$ cat src/rtl/hazard_scoreboard.sv
// hazard_scoreboard: forwarding and load-use hazard unit sitting in decode.
// Tracks {valid, rd_addr, wen, from_mem} for each of DEPTH post-decode stages
// (index 0 = stage 1 = ex, index DEPTH-1 = wb).
// Ports:
//   clk, rst (sync, active low), hold (freeze tracker), flush (kill stage 1 + issue)
//   issue_*     : instruction leaving decode
//   src_*       : source operand addresses, use flags, register-file values
//   stage_data  : per-stage result buses, slice k-1 = stage k
//   src_val/src_fwd : resolved operands and forwarded flags
//   stall       : load-use stall (combinational)
//   wb_*        : stage-DEPTH entry and qualified register-file write enable
//   stall_cycles: saturating count of stalled, non-held cycles
module hazard_scoreboard #(
  parameter int unsigned XLEN             = 32,
  parameter int unsigned REG_ADDR_W       = 5,
  parameter int unsigned DEPTH            = 3,
  parameter int unsigned LOAD_READY_STAGE = 2,
  parameter int unsigned NUM_SRC          = 2
) (
  input  logic                          clk,
  input  logic                          rst,
  input  logic                          hold,
  input  logic                          flush,
  input  logic                          issue_valid,
  input  logic [REG_ADDR_W-1:0]         issue_rd_addr,
  input  logic                          issue_wen,
  input  logic                          issue_from_mem,
  input  logic [NUM_SRC*REG_ADDR_W-1:0] src_addr,
  input  logic [NUM_SRC-1:0]            src_use,
  input  logic [NUM_SRC*XLEN-1:0]       src_reg,
  input  logic [DEPTH*XLEN-1:0]         stage_data,
  output logic [NUM_SRC*XLEN-1:0]       src_val,
  output logic [NUM_SRC-1:0]            src_fwd,
  output logic                          stall,
  output logic                          wb_valid,
  output logic [REG_ADDR_W-1:0]         wb_rd_addr,
  output logic                          wb_en,
  output logic [31:0]                   stall_cycles
);

  logic [DEPTH-1:0]                 valid_q, valid_d;
  logic [DEPTH-1:0]                 wen_q, wen_d;
  logic [DEPTH-1:0]                 mem_q, mem_d;
  logic [DEPTH-1:0][REG_ADDR_W-1:0] rd_q, rd_d;
  logic [31:0]                      stall_cycles_q, stall_cycles_d;
  logic                             issue_ok;

  // Operand resolution: youngest matching stage wins; an unready load stalls.
  always_comb begin
    src_val = src_reg;
    src_fwd = '0;
    stall   = 1'b0;
    for (int i = 0; i < NUM_SRC; i++) begin
      logic                  hit;
      int unsigned           hit_k;
      logic [REG_ADDR_W-1:0] addr;
      hit   = 1'b0;
      hit_k = 0;
      addr  = src_addr[i*REG_ADDR_W +: REG_ADDR_W];
      for (int unsigned k = 0; k < DEPTH; k++) begin
        if (!hit && src_use[i] && valid_q[k] && wen_q[k] && (rd_q[k] == addr) &&
            (addr != '0)) begin
          hit   = 1'b1;
          hit_k = k;
        end
      end
      if (hit) begin
        // hit_k is 0-based, stage number is hit_k + 1
        if (mem_q[hit_k] && (hit_k + 1 < LOAD_READY_STAGE)) begin
          stall = 1'b1;
        end else begin
          src_val[i*XLEN +: XLEN] = stage_data[hit_k*XLEN +: XLEN];
          src_fwd[i]              = 1'b1;
        end
      end
    end
  end

  assign issue_ok = issue_valid & ~stall & ~flush;

  always_comb begin
    valid_d        = valid_q;
    wen_d          = wen_q;
    mem_d          = mem_q;
    rd_d           = rd_q;
    stall_cycles_d = stall_cycles_q;
    if (!hold) begin
      if (stall && (stall_cycles_q != 32'hFFFF_FFFF)) begin
        stall_cycles_d = stall_cycles_q + 32'd1;
      end
      for (int unsigned k = 1; k < DEPTH; k++) begin
        valid_d[k] = valid_q[k-1];
        wen_d[k]   = wen_q[k-1];
        mem_d[k]   = mem_q[k-1];
        rd_d[k]    = rd_q[k-1];
      end
      // Flushed stage-1 entry turns into a bubble instead of advancing.
      if (flush) begin
        valid_d[1] = 1'b0;
        wen_d[1]   = 1'b0;
        mem_d[1]   = 1'b0;
        rd_d[1]    = '0;
      end
      valid_d[0] = issue_ok;
      wen_d[0]   = issue_ok & issue_wen;
      mem_d[0]   = issue_ok & issue_from_mem;
      rd_d[0]    = issue_ok ? issue_rd_addr : '0;
    end
  end

  always_ff @(posedge clk) begin
    if (!rst) begin
      valid_q        <= '0;
      wen_q          <= '0;
      mem_q          <= '0;
      rd_q           <= '0;
      stall_cycles_q <= '0;
    end else begin
      valid_q        <= valid_d;
      wen_q          <= wen_d;
      mem_q          <= mem_d;
      rd_q           <= rd_d;
      stall_cycles_q <= stall_cycles_d;
    end
  end

  assign wb_valid     = valid_q[DEPTH-1];
  assign wb_rd_addr   = rd_q[DEPTH-1];
  assign wb_en        = valid_q[DEPTH-1] & wen_q[DEPTH-1] & (rd_q[DEPTH-1] != '0);
  assign stall_cycles = stall_cycles_q;

endmodule

$ cat config.mk
export PLATFORM = sky130hd
export DESIGN_NAME = hazard_scoreboard
export DESIGN_NICKNAME = d
export VERILOG_FILES = /design/src/rtl/hazard_scoreboard.sv
export SDC_FILE = /design/constraint.sdc
export NUM_CORES = 1
export LEC_CHECK = 0
export CAP_MARGIN = 5
export CELL_PAD_IN_SITES_DETAIL_PLACEMENT = 0
export CELL_PAD_IN_SITES_GLOBAL_PLACEMENT = 1
export CORE_MARGIN = 1.5
export CORE_UTILIZATION = 26
export CTS_CLUSTER_DIAMETER = 50
export DETAILED_ROUTE_END_ITERATION = 16
export PLACE_DENSITY_LB_ADDON = 0.1
export SETUP_SLACK_MARGIN = 0.15
export SKIP_LAST_GASP = 1
export SLEW_MARGIN = 20
export SYNTH_ARGS = -nofsm -noshare
export SYNTH_HDL_FRONTEND = slang
export SYNTH_SLANG_ARGS = --single-unit
$ cat constraint.sdc
create_clock -name clk -period 2.8 [get_ports clk]
set_input_delay 0.42 -clock clk [delete_from_list [all_inputs] [get_ports clk]]
set_output_delay 0.42 -clock clk [all_outputs]
set_load 0.05 [all_outputs]
---- After elaboration in Yosys (flattened, before gate mapping) ----
Index checks and enable logic that the tools add are counted.
W data, S select, Z words.
cells by class
  muxes and demuxes ....................... 31
  reduce and logical (&&, ||, !) cells .... 39
  order comparisons ....................... 4
  equality and inequality tests ........... 7
  shift operators ......................... 2
  bitwise logic cells ..................... 9
  $add $sub $neg .......................... 3
operator list
  cell                     count
  $mux W32                 6
  $shiftx A96 B33 Y32      2
  $add A32 B1 Y32 const B  3
  $lt A32 B2 Y1 const B    2
  $lt A32 B3 Y1 const B    2
  $ne A32 B32 Y1 const B   1
  $logic_and A1 B1 Y1      31
  $eq A5 B5 Y1             6
  $mux W1                  21
  $reduce_bool A5 Y1       3
  $mux W5                  2
  $and A1 B1 Y1            6
  $bmux W1 S2              2
  $logic_not A1 Y1         4
  $not A1 Y1               3
  $reduce_and A2 Y1        1
word-level totals
  input port bits ......................... 184
  flip-flop bits (word level) ............. 56

---- Longest topological paths before layout ----
  word-level depth ........................ 30
  depth in mapped cells ................... 10

---- Worst setup path after synthesis ----
Ideal clock, no wire load.
  path kind ............................... input-to-output
  start point ............................. input port src_addr[0]
  end point ............................... output port src_val[30]
  path buffers ............................ 2
  stages .................................. 7
  setup slack ............................. -0.491 ns
  required time ........................... 2.380 ns
  arrival ................................. 2.871 ns
  path through ............................ or4_1 > o21a_1 > and3_1 > buf_6 > a21boi_2 > buf_2 > a2bb2oi_1
on the way
  longest elaborated chain between the ends .. 23
  elaborated cells on any way between the ends .. 31
RTL lines
  element                                         line  RTL
  start: declaration                              28    input logic [NUM_SRC*REG_ADDR_W-1:0] src_addr,
  $eq A5 B5 Y1                                    61    if (!hit && src_use[i] && valid_q[k] && wen_q[k] && (rd_q[k] == addr) &&
  $logic_and A1 B1 Y1 (2 in series)               61
  $mux W1                                         61
  $logic_not A1 Y1                                61
  $logic_and A1 B1 Y1 (5 in series)               61
  $mux W1                                         61
  $logic_not A1 Y1                                61
  $logic_and A1 B1 Y1 (5 in series)               61
  $mux W32                                        61
  $add A32 B1 Y32 or $bmux W1 S2 (tied branches)  69    if (mem_q[hit_k] && (hit_k + 1 < LOAD_READY_STAGE)) begin
  $lt A32 B2 Y1 or $mux W1 (tied branches)        69
  $logic_and A1 B1 Y1                             69
  $mux W32                                        69
  $mux W32 (*)                                    67    if (hit) begin
  end: declaration                                32    output logic [NUM_SRC*XLEN-1:0] src_val,
Every way passes the cells marked *; elsewhere a longest branch is shown, timed or not. The select of a mux whose other input is x is not followed.

---- Worst setup path after layout ----
  start point ............................. input port src_addr[8]
  end point ............................... output port src_val[41]
Same word-level chain as after synthesis.

==> summary.md <==
| Metric | Value |
|---|---|
| Hold path startpoint | stall_cycles[1] |
| CP endpoint kind | primary output |
| Initial antenna violation count | 3 |
| Via density | 5.59 |
| Max-slew violations | 0 |
| Hpwl dp | 19.4 mm |
| Number of unique standard cell types used by synthesis | 50 |
| Crit-path max cell delay | 0.53 ns |
| H-tree depth | 2 |
| Syn nets | 840 |
| Routed length per placed instance | 22.7 um |
| Initial drt markers | 303 |
| Die Height | 139 um |
| Synthesis-to-layout area growth | 136% |
| Die width | 139 um |
| Tmin final | 3.01 ns |
| Root buf cell | clkbuf_16 |
| Hold Crit Depth | 2 |
| Share of layout cells above drive strength 1 | 0.415 |
| Final Skew | 0.00533 ns |
| Gr usage total | 0.269 |
| Number of max-cap violations | 0 |
| Final instance area | 11300 um^2 |
| PwrDens | 206 nW/um^2 |
| Starting density of the core | 0.267 |
| Largest net degree at the start of global routing | 46 |
| Main synth FF type | dfxtp_1 |
| Via count | 6947 |
| Slew @ Worst Pin | 0.609 ns |
| Setup Total Neg Slack | -5.87 ns |
| Final non-filler cell total | 1242 |
| Syn Inst Count | 655 |
| Yosys warning count | 0 |
| # rows | 49 |
| R2R Path End | stall_cycles[18] |
| WS Path Type | input pin to primary output |
| Worst path bufs/invs | 6 |
| Crit path launch type | input pin |
| Overflow after GRT | 0 |
| Post-synth EDFFs | 0 |
| Post-Syn Area | 4810 um^2 |
| Residual DRC count | 0 |
| Placed instance area | 9240 um^2 |
| Core box area | 18000 um^2 |
| Final setup vio count | 65 |
| Worst Path Required | 2.38 ns |
| Total routed wirelength | 28.2 mm |
| First-pass GRT wire length | 41.0 mm |
| Syn_area_per_cell | 7.34 um^2 |
| Skew-Pair Late Insertion Delay | 0.30 ns |
| Worst hold-check path type | flip-flop to flip-flop |
| ANT nets after route | 0 |
| P_leak | 3.97 nW |
| CP top delay family | buffers and inverters |
| RSZ-0062 raised after global routing | true |
| Worst Hold Margin | 0.492 ns |
| Slowest CP cell | or4_4 |
| Final hold viol count | 0 |
| Final Wtd Congestion | 0.919 |
| CTS Buffer Depth | 2 |
| Inserted Clock Buffers | 5 |
| Hold endpoint | stall_cycles[1] |
| DR pass1 iterations | 5 |
| Reg2Reg Setup Slack | -0.04 ns |
| Status | finished with violations |
| Crit-path max FO | 4 |
| Crit path cell chain | buf_2, or4_4, o21ai_4, nor4_4, buf_4, o21ai_4, buf_6, buf_12, buf_16, a21oi_4, a221o_2, buf_12 |
| TritonCTS clock tree | done |
| Ports | 290 |
| Asr flop ratio synth | 0 |
| PortBufs | 289 |
| Peak supply drop | 377 uV |
| Slew HR | 0.592 |
| Clk slew on worst S/H paths | 0.07 ns |
| Vias in the first global route | 6835 |
| Total Nets Final | 1193 |
| Final worst slack | -0.206 ns |
| Clk sinks | 54 |
| Inst Count DP | 1174 |
| Synth Register Bits | 54 |
| Period utilization | 1.07 |
| Worst Reg2Reg Path Length in Cells | 12 |
| Fmax | 333 MHz |
| Failing checks | setup timing |
| Post-synthesis sequential area ratio | 0.225 |
| CP arrival | 2.59 ns |
| Reg2reg start | rd_q[0] |
| Die Area | 19300 um^2 |
-- sequential cells by signal, summed over array words and instances, names as in the netlist --
register,count
stall_cycles,32
rd_q,10
wb_rd_addr,5
valid_q,3
wen_q,3
mem_q,1
-- where the power goes --
part / internal (W) / leakage (nW) / switching, W
logic: 0.000531 / 3.46 / 0.000392
registers: 0.000767 / 0.444 / 0.00000816
clock network: 0.000335 / 0.0665 / 0.000302
-- per-stage QoR --
step	total power [W]	util	setup WS (ns)
detailed placement	0.00167	0.512	-0.556
global placement	0.00166	0.512	-0.500
finish	0.00234	0.629	-0.206
floorplan	0.00111	-	0.104
CTS	0.00234	0.586	-0.160
global route	0.00242	0.629	-0.297
-- worst min-delay path, cell delays in order, from the launching register on --
cell and delay (ns):
dfxtp_2 0.35, nand2_1 0.06, a21oi_1 0.05
-- cells in the mapped netlist, drive strengths merged (2+ instances only) --
| library cell | number | area (um^2) |
|---|---|---|
| nor2 | 76 | 285 |
| o21ai | 57 | 300 |
| dfxtp | 54 | 1080 |
| a21oi | 51 | 255 |
| nor3 | 50 | 255 |
| o221a | 45 | 507 |
| nand2 | 43 | 161 |
| clkbuf | 37 | 139 |
| nand3 | 32 | 160 |
| buf | 28 | 191 |
| or4 | 19 | 143 |
| a221o | 18 | 180 |
| xnor2 | 17 | 149 |
| xor2 | 14 | 123 |
| nand4 | 12 | 75.1 |
| o31ai | 11 | 82.6 |
| or3 | 10 | 62.6 |
| and3 | 9 | 56.3 |
| mux2i | 9 | 90.1 |
| nor3b | 8 | 60.1 |
| nor4 | 8 | 71.3 |
| a32oi | 7 | 61.3 |
| inv | 7 | 26.3 |
| and4 | 4 | 35.0 |
| o211ai | 4 | 30.0 |
| o21a | 4 | 30.0 |
| and2 | 3 | 18.8 |
| nand2b | 3 | 18.8 |
| o31a | 3 | 26.3 |
| o41ai | 2 | 17.5 |
| or4b | 2 | 20.0 |
-- what timing repair did --
action / in CTS / in global routing
hold buffers: 0 / 0
cloned: 13 / 5
pin swaps: 28 / 72
setup endpoints to repair: 94 / 90
buffers inserted: 29 / 9
resized for setup: 201 / 127
-- cell type report --
type | instances | area [um^2]
tap | 229 | 287
fill | 1476 | 6690
timing repair buffer | 410 | 5130
timing repair inverter | 1 | 6.26
inverter | 7 | 31.3
clock inverter | 3 | 23.8
antenna | 4 | 10.0
sequential | 54 | 1110
clock buffer | 5 | 125
multi-input combinational | 529 | 4600
-- placed cells by master, fill, tap and decap left out, types with 22 or more instances in the layout --
cell type        netlist  final
o21ai_2                1     22
clkdlybuf4s50_1        0    211
buf_6                  5     26
nand2_1               43     42
buf_12                 0     90
nor2_1                76     75
nor3_1                49     36
buf_4                  9     58
dfxtp_1               54     39
o221a_4                0     41
nand3_1               32     27
-- per-layer routing --
metal | track usage | wire (um)
met1 | 0.326 | 11500
met2 | 0.481 | 14400
met3 | 0.0397 | 1380
met4 | 0.0992 | 941
met5 | 0 | 0
-- kinds of logic after synthesis --
logic type,synth area share
compound gates,0.327
mux,0.0187
buf+inv,0.0742
fa+ha+maj,0.00260
simple gates,0.296
xor+xnor,0.0565
flops,0.225
-- worst max path at each step --
stage	startpoint	end	slack, ns	depth (start not counted)
5_1_grt	wb_rd_addr[4]	src_val[46]	-0.30	11
2_1_floorplan	src_addr[8]	src_val[40]	0.10	8
6_report	src_addr[8]	src_val[41]	-0.21	12
4_1_cts	src_addr[6]	src_val[46]	-0.16	12
3_3_place_gp	src_addr[7]	src_val[38]	-0.50	9
3_5_place_dp	src_addr[4]	src_val[15]	-0.56	10
Note: power is estimated with default switching activity, not from simulation.
